**config.mk**
```make
export PLATFORM = sky130hd
export DESIGN_NAME = pipe_stage_regs
export DESIGN_NICKNAME = d
export VERILOG_FILES = /design/src/rtl/pipe_pkg.sv /design/src/rtl/stage_slot.sv /design/src/rtl/pipe_stage_regs.sv
export SDC_FILE = /design/constraint.sdc
export NUM_CORES = 1
export LEC_CHECK = 0
export ABC_AREA = 1
export BUFFER_PORTS_ARGS = -buffer_cell sky130_fd_sc_hd__buf_2
export CORE_UTILIZATION = 40
export DETAILED_ROUTE_END_ITERATION = 12
export GPL_TIMING_DRIVEN = 0
export SYNTH_ARGS = -nofsm -noshare
export SYNTH_HDL_FRONTEND = slang
export SYNTH_SLANG_ARGS = --single-unit
```
**constraint.sdc**
```tcl
create_clock -name clk -period 2.64 [get_ports clk]
set_input_delay 0.792 -clock clk [delete_from_list [all_inputs] [get_ports clk]]
set_output_delay 0.792 -clock clk [all_outputs]
set_load 0.03 [all_outputs]
```
**src/rtl/pipe_pkg.sv**
```systemverilog
// Shared stage-slot type and opcode constants for the decode-to-writeback
// control pipeline and the control unit downstream of it.
package pipe_pkg;

   typedef struct packed {
      logic       valid;
      logic [5:0] opcode;
      logic [5:0] func;
      logic [4:0] rs;
      logic [4:0] rt;
      logic [4:0] rd;
   } stage_t;

   // All-zero decodes to no write, no branch and no memory write downstream.
   localparam stage_t BUBBLE = '0;

   localparam logic [5:0] OP_LW  = 6'h23;
   localparam logic [5:0] OP_J   = 6'h02;
   localparam logic [5:0] OP_JAL = 6'h03;

endpackage

```
**src/rtl/stage_slot.sv**
```systemverilog
// One registered pipeline slot. Priority: hold > bubble > load; an invalid
// slot always presents the bubble encoding.
module stage_slot
   import pipe_pkg::*;
(
   input  logic   clk,
   input  logic   rst_n,
   input  logic   hold,
   input  logic   bubble,
   input  logic   load,
   input  stage_t d,
   output stage_t q
);

   stage_t slotQ;

   always_ff @(posedge clk or negedge rst_n) begin
      if (!rst_n) begin
         slotQ <= BUBBLE;
      end else if (!hold) begin
         if (bubble) begin
            slotQ <= BUBBLE;
         end else if (load) begin
            slotQ <= d.valid ? d : BUBBLE;
         end
      end
   end

   assign q = slotQ.valid ? slotQ : BUBBLE;

endmodule

```
**src/rtl/pipe_stage_regs.sv**
```systemverilog
// EX/MEM/RB control-field pipeline with load-use stall, redirect squash and
// saturating event counters, feeding the control unit clean stage contents.
module pipe_stage_regs
   import pipe_pkg::*;
#(
   parameter logic [5:0]  LOAD_OP = OP_LW,
   parameter int unsigned CNT_W   = 16
) (
   input  logic             clk,
   input  logic             rst_n,
   input  logic             id_valid,
   input  logic [5:0]       id_opcode,
   input  logic [5:0]       id_func,
   input  logic [4:0]       id_rs,
   input  logic [4:0]       id_rt,
   input  logic [4:0]       id_rd,
   input  logic [1:0]       pc_src,
   input  logic             hold,
   output logic             stall,
   output logic             flush_id,
   output logic [5:0]       ex_opcode,
   output logic [5:0]       ex_func,
   output logic [4:0]       ex_rs,
   output logic [4:0]       ex_rt,
   output logic [4:0]       ex_rd,
   output logic             ex_valid,
   output logic [5:0]       mem_opcode,
   output logic [5:0]       mem_func,
   output logic [4:0]       mem_rd,
   output logic             mem_valid,
   output logic [5:0]       rb_opcode,
   output logic [4:0]       rb_rd,
   output logic             rb_valid,
   output logic [CNT_W-1:0] stall_cnt,
   output logic [CNT_W-1:0] squash_cnt
);

   stage_t idSlot;
   stage_t exQ;
   stage_t memQ;
   stage_t rbQ;
   logic   redirect;
   logic   loadUse;
   logic   unusedBits;

   logic [CNT_W-1:0] stallCntQ;
   logic [CNT_W-1:0] squashCntQ;

   assign idSlot = {id_valid, id_opcode, id_func, id_rs, id_rt, id_rd};

   assign redirect = (pc_src != 2'b00);
   assign loadUse  = exQ.valid & (exQ.opcode == LOAD_OP) & id_valid & (exQ.rt != 5'd0)
                   & ((exQ.rt == id_rs) | (exQ.rt == id_rt));

   // A redirect squashes the dependent instruction, so it never also stalls.
   assign stall    = (loadUse & ~redirect) | hold;
   assign flush_id = redirect;

   stage_slot uEx (
      .clk    (clk),
      .rst_n  (rst_n),
      .hold   (hold),
      .bubble (redirect | loadUse),
      .load   (1'b1),
      .d      (idSlot),
      .q      (exQ)
   );

   stage_slot uMem (
      .clk    (clk),
      .rst_n  (rst_n),
      .hold   (hold),
      .bubble (redirect),
      .load   (1'b1),
      .d      (exQ),
      .q      (memQ)
   );

   stage_slot uRb (
      .clk    (clk),
      .rst_n  (rst_n),
      .hold   (hold),
      .bubble (1'b0),
      .load   (1'b1),
      .d      (memQ),
      .q      (rbQ)
   );

   always_ff @(posedge clk or negedge rst_n) begin
      if (!rst_n) begin
         stallCntQ  <= '0;
         squashCntQ <= '0;
      end else if (!hold) begin
         if (redirect) begin
            if (!(&squashCntQ)) squashCntQ <= squashCntQ + CNT_W'(1);
         end else if (loadUse) begin
            if (!(&stallCntQ)) stallCntQ <= stallCntQ + CNT_W'(1);
         end
      end
   end

   assign ex_opcode  = exQ.opcode;
   assign ex_func    = exQ.func;
   assign ex_rs      = exQ.rs;
   assign ex_rt      = exQ.rt;
   assign ex_rd      = exQ.rd;
   assign ex_valid   = exQ.valid;
   assign mem_opcode = memQ.opcode;
   assign mem_func   = memQ.func;
   assign mem_rd     = memQ.rd;
   assign mem_valid  = memQ.valid;
   assign rb_opcode  = rbQ.opcode;
   assign rb_rd      = rbQ.rd;
   assign rb_valid   = rbQ.valid;
   assign stall_cnt  = stallCntQ;
   assign squash_cnt = squashCntQ;

   // Writeback only needs opcode and rd; the rest of the slot is carried for uniformity.
   assign unusedBits = ^{rbQ.func, rbQ.rs, rbQ.rt};

endmodule
```
==> summary.txt <==
Run status
  • Outcome: completed

Placement
  • Port bufs: 123
  • GPL Wtd Cong: 0.892
  • Dpl ws: -9.73 ps
  • Hpwl dp: 9140 um

Synthesis
  • Leading area contributor after synthesis: dfrtp_1
  • Post-synthesis cell type count: 23
  • Mapped Nets: 652
  • Synth warnings: 0
  • Post-synth top area share: 48.2%
  • Synthesized area: 4670 um2
  • FF+latch count, synth: 90
  • Synth Area per Inst: 7.57 um2
  • Seq/Total Area, Yosys: 48.2%
  • Synth area leaders: dfrtp_1, nand2_1, inv_1, nand4_1, xor2_1
  • Post-Synthesis Cells: 617

CTS
  • Post-CTS setup buffers: 0
  • CTS root buf: clkbuf_16
  • # H-tree levels: 3
  • CTS Sinks: 90
  • Clock-pin slew on the worst setup and hold paths: 60 ps
  • # hold bufs at CTS: 0
  • CTS max path bufs: 2
  • CTS tree: yes
  • Total CTS buffers: 9
  • Clock Latency Late Sink: 340 ps

Flow run
  • Max_cap viols: 0

Setup path
  • Cell family contributing the most delay on the critical path: simple AND/OR/NAND/NOR gates
  • Nature of the critical path startpoint: flop
  • Reg2Reg Depth: 10
  • Crit path capture: stall
  • Worst path max stage delay: 360 ps
  • Crit path cell chain: buf_6 -> nand2_1 -> nor3_2 -> nand3_1 -> nor2_4 -> nand3_2 -> nand2_1 -> buf_4
  • Critical Path AT: 1820 ps
  • CP Launch Point: uEx.slotQ[27]$_DFFE_PN0N_
  • Reg-to-reg slack, setup: 710 ps
  • Kind of critical path: flop to output port
  • Buffer and inverter count on the worst path: 2
  • Worst reg2reg path endpoint: stall_cnt[8]$_DFFE_PN0P_
  • Crit-path most repeated cell: nand2_1
  • Critical path depth in cells: 8
  • Worst endpoint required time: 1850 ps
  • R2R Path Start: stall_cnt[0]$_DFFE_PN0P_
  • CP max-delay cell: dfrtp_1
  • CP Max Fanout: 9
  • Critical Path End Type: output port

Finish
  • Layout cells sized above 1: 21.7%
  • Commonest cells after routing, fill and taps aside: nand2_1, buf_2, dfrtp_1
  • Diodes inserted: 0
  • Nets@finish: 786
  • Most common cell after layout, fill and taps aside: nand2_1
  • Area grow syn2layout: 25.2%

STA
  • Final period utilization: 99.0%
  • RSZ-0062 raised after global routing: true
  • Max Freq: 383 MHz
  • Fin crit period: 2610 ps
  • Setup violations, final: 0
  • Rel. slew slack: 51.7%
  • Pins Over Slew Limit: 0
  • Worst Tran Pin Value: 722 ps
  • Worst clock skew: 5.46 ps
  • Final setup margin: 26.4 ps
  • Final Hold Fails: 0

GRT
  • Global-route wire length before repair: 19400 um
  • Antenna violations before repair: 0
  • GRT met2 Usage: 32.8%
  • Largest net degree at the start of global routing: 62
  • Gr usage total: 21.2%
  • GR peak layer: met2
  • GRT met1 Usage: 30.0%
  • Met3 usage: 3.41%
  • Grt total ovfl: 0
  • Vias in the first global route: 3926

Route
  • # DRC: 0
  • Final wirelength: 12100 um
  • First drt pass iteration count: 6
  • Vias: 4293
  • DRT iter0 DRCs: 193
  • Post-route ant nets: 0
  • Avg WL per Cell: 13.5 um
  • Vias per inst: 4.78

Die
  • Row count: 39
  • DIE HEIGHT: 110 um
  • Die Span X: 110 um
  • Core Area: 11400 um2
  • # IOs: 125
  • Die ar.: 12100 um2
  • Initial cell density of the core: 40.9%

Power and ir drop
  • Static leakage: 3.61 nW
  • Design Power: 0.00337 W
  • Power per cell area: 576 nW/um2
  • Maximum VDD drop: 0.000313 V

Worst hold path
  • Min-delay worst type: input port to async pin
cells in the mapped netlist (all sizes together):
cell type	n
inv	87
o21ai	15
nand4	31
buf	9
nor2	25
clkbuf	18
nor3	14
nor4	2
o31ai	16
nand2	251
ha	2
dfrtp	90
xnor2	11
nand3	27
xor2	19
worst register-to-register path, cell delays in order, from the launching register on:
cell     delay, ps
dfrtp_1        420
ha_1           260
nand3_1        170
inv_2           50
nand2_1         90
nor2_1          70
nor2_1         140
nand4_2        220
buf_2          260
nand2_1         90
nand2_1         50
per-layer routing:
metal  wire (um)  vias up  share of wire, %
li1            -     2189                 -
met1        5950     1987                49
met2        5510      107                45
met3         500       10               4.1
met4         163        0               1.3
met5           0        -                 0
metrics by stage:
stage | cell area (um2) | hold WS, ps | cells | util, % | setup TNS, ps
after floorplan | 4670 | 446 | 617 | - | 0
after global placement | 5470 | 459 | 883 | 47.9 | -7670
after detailed placement | 5500 | 464 | 884 | 48.1 | -9.73
after CTS | 5850 | 382 | 900 | 51.2 | -8.56
after global routing | 5850 | 405 | 899 | 51.2 | -92.3
final | 5850 | 378 | 899 | 51.2 | 0
logic make-up after synthesis:
logic type,synth area share (%)
AO/OA/AOI/OAI,4.18
adder cells (fa/ha/maj),0.536
AND/OR/NAND/NOR,31.7
flip-flops,48.2
buffers and inverters,9.72
XOR/XNOR,5.63
power breakdown:
part	internal [W]	switching [W]	total, W
Combinational	0.000129	0.000315	0.000444
Sequential	0.00145	0.0000664	0.00151
Clock	0.000882	0.000533	0.00141
worst min-delay path by stage:
stage                               from                        end  cells after the start
3_5_place_dp    uEx.slotQ[4]$_DFFE_PN0N_   uEx.slotQ[4]$_DFFE_PN0N_                      2
2_1_floorplan  uEx.slotQ[26]$_DFFE_PN0N_  uEx.slotQ[26]$_DFFE_PN0N_                      2
5_1_grt                            rst_n   stall_cnt[7]$_DFFE_PN0P_                      1
3_3_place_gp   uEx.slotQ[15]$_DFFE_PN0N_  uEx.slotQ[15]$_DFFE_PN0N_                      2
6_report                           rst_n   stall_cnt[7]$_DFFE_PN0P_                      1
4_1_cts                            rst_n   stall_cnt[7]$_DFFE_PN0P_                      1
state kept, by name, indices dropped and copies added (netlist names):
register and count:
squash_cnt 16, stall_cnt 16, uEx.slotQ 28, uMem.slotQ 18, uRb.slotQ 12
area by class of cell:
class | count | area (um2)
inverter | 87 | 327
clock inverter | 4 | 73.8
timing repair buffer | 124 | 648
tap | 143 | 179
sequential | 90 | 2250
fill | 1178 | 5570
buffer | 26 | 129
multi-input combinational | 413 | 1980
clock buffer | 12 | 256
timing repair:
item,CTS,global route
resized for setup,8,3
pin swaps,1,0
cloned,0,0
setup endpoints to repair,9,9
(Power assumes the default switching activity.)
